File: src/rtl/multicycle_controller.sv
// ---------------------------------------------------------------------------
// multicycle_controller
//
// Main control FSM for a multi-cycle RV32I datapath in which instruction
// fetch and load/store share one memory port. Each instruction walks
// FETCH -> DECODE -> EXEC -> (MEM) -> (WB). The controller emits per-state
// strobes for the datapath. It also tolerates variable-latency memory
// through a req/ready handshake. A wait watchdog traps a stuck bus, and
// unknown opcodes trap as illegal.
//
// Parameters
//   WAIT_LIMIT   max cycles mem_req may go unacknowledged (0 = no watchdog)
//   WCNT_W       width of the wait counter, WAIT_LIMIT < 2**WCNT_W
//
// Ports
//   clk          in   clock, all state on rising edge
//   rst          in   synchronous active-high reset
//   opcode[6:0]  in   IR[6:0], stable from DECODE until the next FETCH
//   funct3[2:0]  in   IR[14:12], passed through as mem_size during MEM
//   branch_cond  in   datapath comparator result, valid in EXEC
//   mem_ready    in   memory acknowledge, completes access with mem_req
//   mem_req      out  memory access request
//   mem_we       out  1 = store, 0 = read
//   mem_addr_sel out  0 = PC, 1 = ALU result register
//   mem_size     out  funct3 in MEM, 3'b010 (word) in FETCH
//   ir_write     out  latch fetched word into IR and PC into old_pc
//   pc_write     out  update PC
//   pc_src       out  00 = PC+4, 01 = ALU result, 10 = ALU result & ~1
//   alu_src_a    out  00 = rs1, 01 = old_pc, 10 = zero
//   alu_src_b    out  0 = rs2, 1 = immediate
//   alu_op       out  00 = add, 01 = sub/compare, 10 = funct-decoded
//   result_sel   out  00 = ALU register, 01 = memory data, 10 = old_pc+4
//   reg_write    out  register file write enable
//   retire       out  one-cycle pulse on the last cycle of an instruction
//   trap         out  sticky: illegal opcode or bus error
//   bus_error    out  sticky: watchdog expired
// ---------------------------------------------------------------------------
module multicycle_controller #(
    parameter int WAIT_LIMIT = 255,
    parameter int WCNT_W     = 8
) (
    input  logic       clk,
    input  logic       rst,
    input  logic [6:0] opcode,
    input  logic [2:0] funct3,
    input  logic       branch_cond,
    input  logic       mem_ready,
    output logic       mem_req,
    output logic       mem_we,
    output logic       mem_addr_sel,
    output logic [2:0] mem_size,
    output logic       ir_write,
    output logic       pc_write,
    output logic [1:0] pc_src,
    output logic [1:0] alu_src_a,
    output logic       alu_src_b,
    output logic [1:0] alu_op,
    output logic [1:0] result_sel,
    output logic       reg_write,
    output logic       retire,
    output logic       trap,
    output logic       bus_error
);

    // FSM state encoding
    localparam logic [2:0] S_FETCH  = 3'd0;
    localparam logic [2:0] S_DECODE = 3'd1;
    localparam logic [2:0] S_EXEC   = 3'd2;
    localparam logic [2:0] S_MEM    = 3'd3;
    localparam logic [2:0] S_WB     = 3'd4;
    localparam logic [2:0] S_TRAP   = 3'd5;

    // RV32I base opcodes
    localparam logic [6:0] OP_R      = 7'b0110011;
    localparam logic [6:0] OP_I      = 7'b0010011;
    localparam logic [6:0] OP_LOAD   = 7'b0000011;
    localparam logic [6:0] OP_STORE  = 7'b0100011;
    localparam logic [6:0] OP_BRANCH = 7'b1100011;
    localparam logic [6:0] OP_JAL    = 7'b1101111;
    localparam logic [6:0] OP_JALR   = 7'b1100111;
    localparam logic [6:0] OP_LUI    = 7'b0110111;
    localparam logic [6:0] OP_AUIPC  = 7'b0010111;

    // Watchdog fires when the counter has already counted WAIT_LIMIT-1
    // stalled cycles and this cycle is stalled too.
    localparam bit              WD_EN     = (WAIT_LIMIT != 0);
    localparam logic [WCNT_W-1:0] WAIT_LAST =
        WCNT_W'((WAIT_LIMIT == 0) ? 0 : WAIT_LIMIT - 1);

    logic [2:0]        state;
    logic [2:0]        next_state;
    logic [WCNT_W-1:0] wait_cnt;
    logic              trap_q;
    logic              bus_error_q;

    logic is_r, is_i, is_load, is_store, is_branch;
    logic is_jal, is_jalr, is_lui, is_auipc, is_legal;
    logic mem_phase;
    logic stalled;
    logic wd_fire;

    // Opcode classification, shared by DECODE, EXEC, MEM and WB.
    always_comb begin
        is_r      = (opcode == OP_R);
        is_i      = (opcode == OP_I);
        is_load   = (opcode == OP_LOAD);
        is_store  = (opcode == OP_STORE);
        is_branch = (opcode == OP_BRANCH);
        is_jal    = (opcode == OP_JAL);
        is_jalr   = (opcode == OP_JALR);
        is_lui    = (opcode == OP_LUI);
        is_auipc  = (opcode == OP_AUIPC);
        is_legal  = is_r | is_i | is_load | is_store | is_branch |
                    is_jal | is_jalr | is_lui | is_auipc;
    end

    // mem_req is high exactly in FETCH and MEM. The watchdog is derived from
    // the state directly, not from mem_req, so the output decode block does
    // not feed back into itself.
    assign mem_phase = (state == S_FETCH) || (state == S_MEM);
    assign stalled   = mem_phase && !mem_ready;
    assign wd_fire   = WD_EN && stalled && (wait_cnt == WAIT_LAST);

    // Output strobes and next-state decode. Every strobe defaults to 0, and
    // each state raises only what it needs. A mem_ready on the watchdog edge
    // is checked first, so a late acknowledge still completes the access.
    always_comb begin
        next_state   = state;
        mem_req      = 1'b0;
        mem_we       = 1'b0;
        mem_addr_sel = 1'b0;
        mem_size     = 3'b000;
        ir_write     = 1'b0;
        pc_write     = 1'b0;
        pc_src       = 2'b00;
        alu_src_a    = 2'b00;
        alu_src_b    = 1'b0;
        alu_op       = 2'b00;
        result_sel   = 2'b00;
        reg_write    = 1'b0;
        retire       = 1'b0;

        case (state)
            S_FETCH: begin
                mem_req  = 1'b1;
                mem_size = 3'b010;
                if (mem_ready) begin
                    ir_write   = 1'b1;
                    pc_write   = 1'b1;
                    next_state = S_DECODE;
                end else if (wd_fire) begin
                    next_state = S_TRAP;
                end
            end

            // The ALU computes old_pc + imm speculatively here. A branch
            // then finds its target waiting in the ALU register.
            S_DECODE: begin
                alu_src_a  = 2'b01;
                alu_src_b  = 1'b1;
                next_state = is_legal ? S_EXEC : S_TRAP;
            end

            S_EXEC: begin
                if (is_r) begin
                    alu_op     = 2'b10;
                    next_state = S_WB;
                end else if (is_i) begin
                    alu_src_b  = 1'b1;
                    alu_op     = 2'b10;
                    next_state = S_WB;
                end else if (is_load || is_store) begin
                    alu_src_b  = 1'b1;
                    next_state = S_MEM;
                end else if (is_branch) begin
                    alu_op     = 2'b01;
                    pc_write   = branch_cond;
                    pc_src     = 2'b01;
                    retire     = 1'b1;
                    next_state = S_FETCH;
                end else if (is_jal) begin
                    alu_src_a  = 2'b01;
                    alu_src_b  = 1'b1;
                    pc_write   = 1'b1;
                    pc_src     = 2'b01;
                    next_state = S_WB;
                end else if (is_jalr) begin
                    alu_src_b  = 1'b1;
                    pc_write   = 1'b1;
                    pc_src     = 2'b10;
                    next_state = S_WB;
                end else if (is_lui) begin
                    alu_src_a  = 2'b10;
                    alu_src_b  = 1'b1;
                    next_state = S_WB;
                end else if (is_auipc) begin
                    alu_src_a  = 2'b01;
                    alu_src_b  = 1'b1;
                    next_state = S_WB;
                end else begin
                    // Only reachable if the opcode changed after DECODE.
                    next_state = S_TRAP;
                end
            end

            S_MEM: begin
                mem_req      = 1'b1;
                mem_addr_sel = 1'b1;
                mem_we       = is_store;
                mem_size     = funct3;
                if (mem_ready) begin
                    if (is_store) begin
                        retire     = 1'b1;
                        next_state = S_FETCH;
                    end else begin
                        next_state = S_WB;
                    end
                end else if (wd_fire) begin
                    next_state = S_TRAP;
                end
            end

            S_WB: begin
                reg_write  = 1'b1;
                retire     = 1'b1;
                next_state = S_FETCH;
                if (is_load) begin
                    result_sel = 2'b01;
                end else if (is_jal || is_jalr) begin
                    result_sel = 2'b10;
                end
            end

            S_TRAP: begin
                next_state = S_TRAP;
            end

            default: begin
                next_state = S_FETCH;
            end
        endcase
    end

    // State register and sticky flags. TRAP can only be left through rst,
    // so trap simply records that TRAP has been entered.
    always_ff @(posedge clk) begin
        if (rst) begin
            state       <= S_FETCH;
            trap_q      <= 1'b0;
            bus_error_q <= 1'b0;
        end else begin
            state       <= next_state;
            trap_q      <= trap_q | (next_state == S_TRAP);
            bus_error_q <= bus_error_q | wd_fire;
        end
    end

    // Wait counter: counts consecutive unacknowledged request cycles and
    // clears whenever the bus is idle or an access completes.
    always_ff @(posedge clk) begin
        if (rst) begin
            wait_cnt <= '0;
        end else if (stalled) begin
            wait_cnt <= wait_cnt + WCNT_W'(1);
        end else begin
            wait_cnt <= '0;
        end
    end

    assign trap      = trap_q;
    assign bus_error = bus_error_q;

endmodule

File: config.mk
export PLATFORM = sky130hd
export DESIGN_NAME = multicycle_controller
export DESIGN_NICKNAME = d
export VERILOG_FILES = /design/src/rtl/multicycle_controller.sv
export SDC_FILE = /design/constraint.sdc
export NUM_CORES = 1
export LEC_CHECK = 0
export CORE_UTILIZATION = 47
export DETAILED_ROUTE_END_ITERATION = 10
export PLACE_DENSITY = 0.84
export SKIP_CTS_REPAIR_TIMING = 1
export SLEW_MARGIN = 20
export SYNTH_ARGS = -nofsm -noshare
export SYNTH_HDL_FRONTEND = slang
export SYNTH_SLANG_ARGS = --single-unit
export TNS_END_PERCENT = 30
File: constraint.sdc
create_clock -name clk -period 5.3 [get_ports clk]
set_clock_uncertainty 0.05 [all_clocks]
set_input_delay 1.06 -clock clk [delete_from_list [all_inputs] [get_ports clk]]
set_output_delay 1.06 -clock clk [all_outputs]
set_load 0.01 [all_outputs]
# [Yosys cells after proc, flatten, opt, wreduce, memory -nomap -nowiden]
# Cells that the tools add are included.
[classes] reduce_logical=9 n_eq_ne=16 bitwise=11 n_addsub=1 n_mux=68
[op_table] op="2-bit 2-to-1 mux" count=20
[op_table] op="1-bit 2-to-1 mux" count=33
[op_table] op="3-bit 2-to-1 mux" count=9
[op_table] op="7-bit by 6-bit == test with 1-bit output (second input constant)" count=3
[op_table] op="7-bit == test (second input constant)" count=3
[op_table] op="3-bit case mux with 5 select lines" count=1
[op_table] op="7-bit by 5-bit == test with 1-bit output (second input constant)" count=2
[op_table] op="1-bit OR" count=10
[op_table] op="3-bit == test (second input constant)" count=3
[op_table] op="8-bit by 1-bit adder with 8-bit output (second input constant)" count=1
[op_table] op="8-bit == test (second input constant)" count=1
[op_table] op="7-bit by 2-bit == test with 1-bit output (second input constant)" count=1
[op_table] op="3-bit by 2-bit == test with 1-bit output (second input constant)" count=2
[op_table] op="3-bit case mux with 2 select lines" count=1
[op_table] op="1-bit case mux with 2 select lines" count=2
[op_table] op="2-bit case mux with 2 select lines" count=1
[op_table] op="2-bit OR reduction" count=2
[op_table] op="3-bit by 1-bit == test with 1-bit output (second input constant)" count=1
[op_table] op="3-bit logical NOT" count=1
[op_table] op="1-bit logical OR" count=3
[op_table] op="1-bit case mux with 3 select lines" count=1
[op_table] op="1-bit logical AND" count=2
[op_table] op="1-bit logical NOT" count=1
[op_table] op="1-bit NOT" count=1
[word_totals] wordCells=109 in_bits=14 output_inout_bits=21 reg_bits=13

# [Logic depth before layout (Yosys ltp)]
# Gate-level depths: netlist (run 1).
[logic_depth] depth_word=13 mapped_depth=7 ltp_nobuf=7

# [Least setup slack after synthesis (run 1)]
# Ideal clock, no wire load.
[synth_path] kind="in2out" startpoint="input port opcode[3]" endpoint="output port retire" stages=5 t_required_ns=4.190 path_slack_ns=1.929 arrival_time_ns=2.261 path_buffers=1 cell_sequence="buf_6 or2_4 or4_4 nor3_2 a211o_1"
[synth_via] elab_chain_cells=6 elab_cells_between_ends=13 cone_classes="eq/ne: 5; mux: 7; reduce/logical: 1"
[synth_lines] element="start, declared" line_no="44" source="input logic [6:0] opcode,"
[synth_lines] element="7-bit == test, or another cell as far along" line_no="108" source="is_branch = (opcode == OP_BRANCH);"
[synth_lines] element="1-bit 2-to-1 mux or 1-bit logical OR (tied branches)" line_no="175, 172"
[synth_lines] element="1-bit 2-to-1 mux" line_no="172" source="end else if (is_load || is_store) begin"
[synth_lines] element="1-bit 2-to-1 mux" line_no="168" source="end else if (is_i) begin"
[synth_lines] element="1-bit 2-to-1 mux" line_no="165" source="if (is_r) begin"
[synth_lines] element="1-bit case mux with 3 select lines *" line_no="143" source="case (state)"
[synth_lines] element="end, declared" line_no="60" source="output logic retire,"
# Mark *: on every way between the ends. The rest lies on a longest branch, timed or not.

# [Worst setup path after layout (run 1)]
[layout_path] startpoint="input port opcode[2]" endpoint="output port retire"
# Same word-level chain as after synthesis.

==> run summary, run 1 <==
post-detailed-route wirelength per cell = 13.85 um
CTS buffer count = 3
Filler Cell Count = 155
capture instance of the worst register-to-register path = trap$_SDFF_PP0_
chip height = 46.77 um
Via Count = 1025
clk_lat worst skew = 260 ps
H-tree depth = 1
placement-stage worst setup slack = 984.4 ps
filler-free cell count of the finished design = 181
placed insts = 177
Synth-to-Final Area Change = 38.78%
Worst-Margin Slew = 488.6 ps
startpoint class of the critical path = input port
startpoint of the worst-slack reg-to-reg timing path = state[2]$_SDFF_PP0_
share of synthesized cell area in and, or, nand and nor gates = 36.92%
outcome = complete, no violations
routability-driven placement congestion ratio = 0.9180
net count of the mapped netlist = 139
PortBufs = 34
Max VDD drop = 0.0001690 V
worst-case register-to-register setup slack = 3550 ps
dpl cell area = 0.001281 mm^2
setup repair after global routing missed its margin = no
antenna viol nets, final = 0
xor-xnor portion of the synthesized cell area = 5.578%
category of the critical setup timing path = in2out
TritonCTS clock tree = built
first-pass GRT wire length = 3.988 mm
CP max FO = 9
routed wire length on met2 = 1.332 mm
Post-Synthesis Cell Area = 942.2 um^2
First-pass DRT Iterations = 6
Yosys cell types = 44
count of mapped cells out of synthesis = 123
Post-Synth Adder-Cell Area = 2.656%
Pwr per Cell Area = 176.6 mW/mm^2
root buffer selected by CTS = sky130_fd_sc_hd__clkbuf_4
Setup crit end = retire
data arrival time of the critical path = 3220 ps
standby leakage power = 0.4720 nW
standard-cell row count = 15
worst setup margin = 975.0 ps
final HPWL from detailed placement = 1.893 mm
global-route total usage across every layer = 24.78%
initial antenna violation count = 0
number of remaining DRC errors = 0
worst-case clock buffer depth = 2
total wire length after detailed routing = 2.507 mm
layout cell share with drive strength beyond 1 = 7.051%
average footprint of a synthesized cell = 7.660 um^2
count of flip-flops with a built-in enable after synthesis = 0
Max Cap Violations = 0
max-slew violation count = 0
Design Power = 0.2308 mW
Core ar. = 0.001802 mm^2
routed length on met1 = 1.022 mm
kind of end point of the critical path = output pin
class of the tightest hold or removal check = reg2reg
depth of the worst register-to-register path = 4
drt initial violations = 19
number of placed I/O pins = 35
Synth Warn # = 0
clock tree sinks = 13
Hold Vio Cnt, Final = 0
post-synthesis compound-gate area fraction = 21.78%
Highest Signal Layer = met4
fraction of the core area covered by cells at the end of the flow = 72.57%
required time worst endpoint = 4190 ps
clock input transition at the sequential cells of the worst setup and hold paths = 70 ps
Crit. Startpoint = opcode[2]
Die Span X = 46.77 um
shortest clock period the worst path allows after layout = 4325 ps
via/cell ratio = 5.663
number of inserted diodes = 0
share of synthesized flip-flops with an asynchronous set or reset = 0%
area of the die = 0.002187 mm^2
dominant combinational cell family by area after synthesis = simple AND/OR/NAND/NOR gates
sequential-to-total area share from yosys stat = 27.62%
worst hold slack = 430.2 ps
top flip-flop cell by instance count after synthesis = sky130_fd_sc_hd__dfxtp_1
cell area after layout = 0.001308 mm^2
routed wire length on met3 = 126 um
fraction of the cycle the final worst path needs = 81.60%
multiplexer share of the synthesized area = 0%
number of synthesized register bits = 13
Total Negative Setup Slacks = 0 ps
worst slew margin relative to its limit = 67.12%
number of global-route vias before repair = 954
global route total overflow = 0
largest net degree at the start of global routing = 15
maximum frequency from static timing analysis = 231.2 MHz
number of failing setup endpoints in the final timing report = 0
starting utilization of the core area = 52.29%
final net count = 173
## kinds of logic after synthesis
logic type / after synthesis
buf+inv: 10
xor+xnor: 6
compound gates: 28
fa+ha+maj: 2
simple gates: 64
flops: 13
## layer usage
metal | up-vias | track usage (%)
met1 | 477 | 29.48
met2 | 37 | 46.94
met4 | 0 | 7.429
met5 | - | 0
li1 | 507 | -
met3 | 4 | 1.923
## layout by cell type, fill, tap and decap left out, types with 2 or more instances in the layout
master / instances
sky130_fd_sc_hd__xnor2_1: 3
sky130_fd_sc_hd__nor4_1: 3
sky130_fd_sc_hd__a2111oi_0: 2
sky130_fd_sc_hd__and3_1: 3
sky130_fd_sc_hd__clkbuf_4: 3
sky130_fd_sc_hd__a21oi_1: 9
sky130_fd_sc_hd__o32a_1: 2
sky130_fd_sc_hd__ha_1: 2
sky130_fd_sc_hd__nor2b_1: 5
sky130_fd_sc_hd__nand3_1: 5
sky130_fd_sc_hd__nand2_1: 9
sky130_fd_sc_hd__a211oi_1: 3
sky130_fd_sc_hd__nor3b_1: 3
sky130_fd_sc_hd__nand2b_1: 4
sky130_fd_sc_hd__dfxtp_1: 13
sky130_fd_sc_hd__nor3_1: 2
sky130_fd_sc_hd__xor2_1: 3
sky130_fd_sc_hd__inv_1: 5
sky130_fd_sc_hd__o21a_1: 2
sky130_fd_sc_hd__nor2_1: 19
sky130_fd_sc_hd__clkdlybuf4s50_1: 34
## sequential cells by signal, summed over array words and instances (netlist names)
| register | cells |
|---|---|
| trap | 1 |
| bus_error | 1 |
| state | 3 |
| wait_cnt | 8 |
## where the power goes
part	total, mW	internal, mW	switching, mW	leakage [nW]
registers	0.108	0.101	0.00662	0.106
clock network	0.0585	0.0291	0.0295	0.0150
logic	0.0647	0.0345	0.0302	0.351
## synth_stat cells (2+ instances only)
cell type,number,share of area (%)
sky130_fd_sc_hd__o32a_1,2,2.1
sky130_fd_sc_hd__nor4_1,3,2.0
sky130_fd_sc_hd__a211oi_1,3,2.4
sky130_fd_sc_hd__nand3_1,5,2.7
sky130_fd_sc_hd__nand2_1,9,3.6
sky130_fd_sc_hd__nor3_1,2,1.1
sky130_fd_sc_hd__nand2b_1,4,2.7
sky130_fd_sc_hd__inv_1,5,2.0
sky130_fd_sc_hd__a2111oi_0,2,1.9
sky130_fd_sc_hd__buf_2,2,1.1
sky130_fd_sc_hd__nor3b_1,3,2.4
sky130_fd_sc_hd__and3_1,3,2.0
sky130_fd_sc_hd__xnor2_1,3,2.8
sky130_fd_sc_hd__o21a_1,2,1.6
sky130_fd_sc_hd__ha_1,2,2.7
sky130_fd_sc_hd__xor2_1,3,2.8
sky130_fd_sc_hd__nor2_1,19,7.6
sky130_fd_sc_hd__nor2b_1,5,3.3
sky130_fd_sc_hd__dfxtp_1,13,28
sky130_fd_sc_hd__a21oi_1,9,4.8
## worst max-delay path, stage by stage
cell and delay [ps]:
sky130_fd_sc_hd__clkdlybuf4s50_1 550, sky130_fd_sc_hd__or2_4 340, sky130_fd_sc_hd__or4_4 440, sky130_fd_sc_hd__nor3_2 150, sky130_fd_sc_hd__a211o_1 150, sky130_fd_sc_hd__clkdlybuf4s50_1 520
## cell type report
cell class                      instances  area, um^2  share of cell area, %
Multi-Input combinational cell        100       630.6                  48.23
Timing Repair Buffer                   34       340.3                  26.03
Sequential cell                        13       260.3                  19.90
Inverter                                5       18.77                  1.435
Clock buffer                            4       26.28                  2.010
Tap cell                               25       31.28                  2.392
## worst min path at each step
stage | endpoint | depth (start not counted) | slack [ps] | from
6_report | wait_cnt[0]$_SDFF_PP0_ | 1 | 430 | wait_cnt[0]$_SDFF_PP0_
5_1_grt | wait_cnt[0]$_SDFF_PP0_ | 1 | 450 | wait_cnt[0]$_SDFF_PP0_
4_1_cts | wait_cnt[0]$_SDFF_PP0_ | 1 | 430 | wait_cnt[0]$_SDFF_PP0_
3_5_place_dp | wait_cnt[0]$_SDFF_PP0_ | 1 | 410 | wait_cnt[0]$_SDFF_PP0_
3_3_place_gp | wait_cnt[0]$_SDFF_PP0_ | 1 | 400 | wait_cnt[0]$_SDFF_PP0_
2_1_floorplan | wait_cnt[0]$_SDFF_PP0_ | 1 | 380 | wait_cnt[0]$_SDFF_PP0_
Note: power is estimated with default switching activity, not from simulation.
==> run 2, diff against run 1 <==
CORE_UTILIZATION = 43   (was 47)
PLACE_DENSITY = 0.78   (was 0.84)
clock period = 4 ns   (was 5.3 ns; I/O delays follow)
==> run 2 against run 1 <==
Design area grew 1.3%. First-iteration DRC count down 32%. Power increased by 34%. Cell count up 2.2%. Register-to-register slack worse by 1300 ps. Combinational power is 35% higher. Highest routed layer unchanged.
==> run summary, run 2 (same netlist as run 1, synthesis figures left out) <==
outcome = complete, no violations
clock tree sinks = 13
Max Cap Violations = 0
standby leakage power = 0.4816 nW
Die Span X = 48.81 um
critical path's slowest cell = sky130_fd_sc_hd__clkdlybuf4s50_1
dpl cell area = 0.001299 mm^2
number of inserted diodes = 0
Worst-Margin Slew = 492.7 ps
met2 Use GR = 39.81%
Reg power frac = 45.9%
first-pass GRT wire length = 4.084 mm
Critical Path, Cell by Cell = clkdlybuf4s50_1 -> nand2b_1 -> nor2_1 -> o21a_1 -> o21ai_0 -> a21oi_1 -> clkdlybuf4s50_1
cell-internal power = 0.2196 mW
PortBufs = 34
Hold Vio Cnt, Final = 0
TritonCTS clock tree = built
starting utilization of the core area = 47.06%
worst-case clock buffer depth = 2
number of placed I/O pins = 35
maximum frequency from static timing analysis = 277.3 MHz
met3 Resource Use GR = 2.492%
required time worst endpoint = 3150 ps
layer with the highest usage after global routing = met2
kind of end point of the critical path = output pin
global-route total usage across every layer = 21.48%
WP buf/inv = 2
placement-stage worst setup slack = 386.6 ps
startpoint of the worst-slack reg-to-reg timing path = state[2]$_SDFF_PP0_
Synth-to-Final Area Change = 40.64%
CP max FO = 7
standard-cell row count = 16
most common cell after layout, fill and taps aside = sky130_fd_sc_hd__clkdlybuf4s50_1
max-slew violation count = 0
switching share of total power = 28.89%
CTS buffer count = 3
category of the critical setup timing path = in2out
H-tree depth = 1
Top Registers = wait_cnt (8), state (3)
worst slew margin relative to its limit = 66.85%
maximum cell stage delay along the critical path = 560 ps
root buffer selected by CTS = sky130_fd_sc_hd__clkbuf_4
register with the most flip-flops = wait_cnt
flip-flop count of the largest register after layout = 8
fraction of the core area covered by cells at the end of the flow = 66.19%
Pwr per Cell Area = 233.1 mW/mm^2
depth of the worst register-to-register path = 4
layout cell share with drive strength beyond 1 = 8.228%
total wire length after detailed routing = 2.377 mm
Max VDD drop = 0.0002209 V
Crit. Startpoint = opcode[6]
Core ar. = 0.002002 mm^2
largest net degree at the start of global routing = 15
via/cell ratio = 5.470
final net count = 175
routability-driven placement congestion ratio = 0.9138
cell area after layout = 0.001325 mm^2
number of global-route vias before repair = 930
Total Negative Setup Slacks = 0 ps
data arrival time of the critical path = 2760 ps
number of remaining DRC errors = 0
initial antenna violation count = 0
clock input transition at the sequential cells of the worst setup and hold paths = 70 ps
Via Count = 1012
antenna viol nets, final = 0
class of the tightest hold or removal check = reg2reg
worst hold slack = 418.9 ps
worst setup margin = 393.4 ps
shortest clock period the worst path allows after layout = 3607 ps
met1 global-route usage = 23.70%
net switching power = 0.08920 mW
chip height = 48.81 um
fraction of the cycle the final worst path needs = 90.16%
origin of the worst min-delay path = wait_cnt[0]$_SDFF_PP0_
depth of the critical timing path with buffers and inverters included = 7
number of failing setup endpoints in the final timing report = 0
Worst path top cell family by delay = buffers and inverters
post-detailed-route wirelength per cell = 12.85 um
final HPWL from detailed placement = 1.866 mm
setup repair after global routing missed its margin = no
leading cell types in the layout, fill and taps excluded = sky130_fd_sc_hd__clkdlybuf4s50_1, sky130_fd_sc_hd__nor2_1, sky130_fd_sc_hd__dfxtp_1
most frequent CP cell = sky130_fd_sc_hd__clkdlybuf4s50_1
First-pass DRT Iterations = 4
clk_lat worst skew = 280 ps
Clock Power Share = 25.9%
startpoint class of the critical path = input port
area of the die = 0.002382 mm^2
combinational power share = 28.2%
cell depth of the worst hold path = 1
global route total overflow = 0
drt initial violations = 13
run 2: power groups by stage:
stage | logic, mW | clock network (mW) | registers (mW)
6_report | 0.0871 | 0.0799 | 0.142
3_3_place_gp | 0.0860 | 0 | 0.144
3_5_place_dp | 0.0872 | 0 | 0.145
2_1_floorplan | 0.0465 | 0 | 0.140
4_1_cts | 0.0875 | 0.0832 | 0.142
5_1_grt | 0.0952 | 0.0864 | 0.143
run 2: metrics by stage:
stage	power, mW	cells
after global routing	0.3248	185
after detailed placement	0.2321	181
after floorplan	0.1868	123
after global placement	0.2305	181
after CTS	0.3124	185
final	0.3088	185
run 2: area by class of cell:
type,count,area [um^2]
Sequential cell,13,260.3
Fill cell,175,676.9
Multi-Input combinational cell,100,630.6
Tap cell,27,33.78
Inverter,5,18.77
Clock buffer,4,26.28
Timing Repair Buffer,36,355.3
run 2: layer usage:
layer	vias to the layer above	wire length, um
met5	-	0
met4	0	46
met3	5	135
met2	37	1210
met1	459	985
li1	511	-
run 2: path summary, 6_finish.rpt:
check / endpoint / slack, ps
max: alu_src_b / 390
min: wait_cnt[0]$_SDFF_PP0_ / 420
max reg2reg: trap$_SDFF_PP0_ / 2270
min reg2reg: wait_cnt[0]$_SDFF_PP0_ / 420
run 2: worst register-to-register path, cell delays in order, from the launching register on:
cell                       delay (ps)
sky130_fd_sc_hd__dfxtp_1          610
sky130_fd_sc_hd__and4b_1          280
sky130_fd_sc_hd__o32a_1           180
sky130_fd_sc_hd__a211oi_1         350
sky130_fd_sc_hd__o32ai_2          140
==> run 3, diff against run 2 <==
CAP_MARGIN = 20   (was unset)
==> results of run 3 <==
No change in the layout: final DEF, timing and power equal those of run 2.
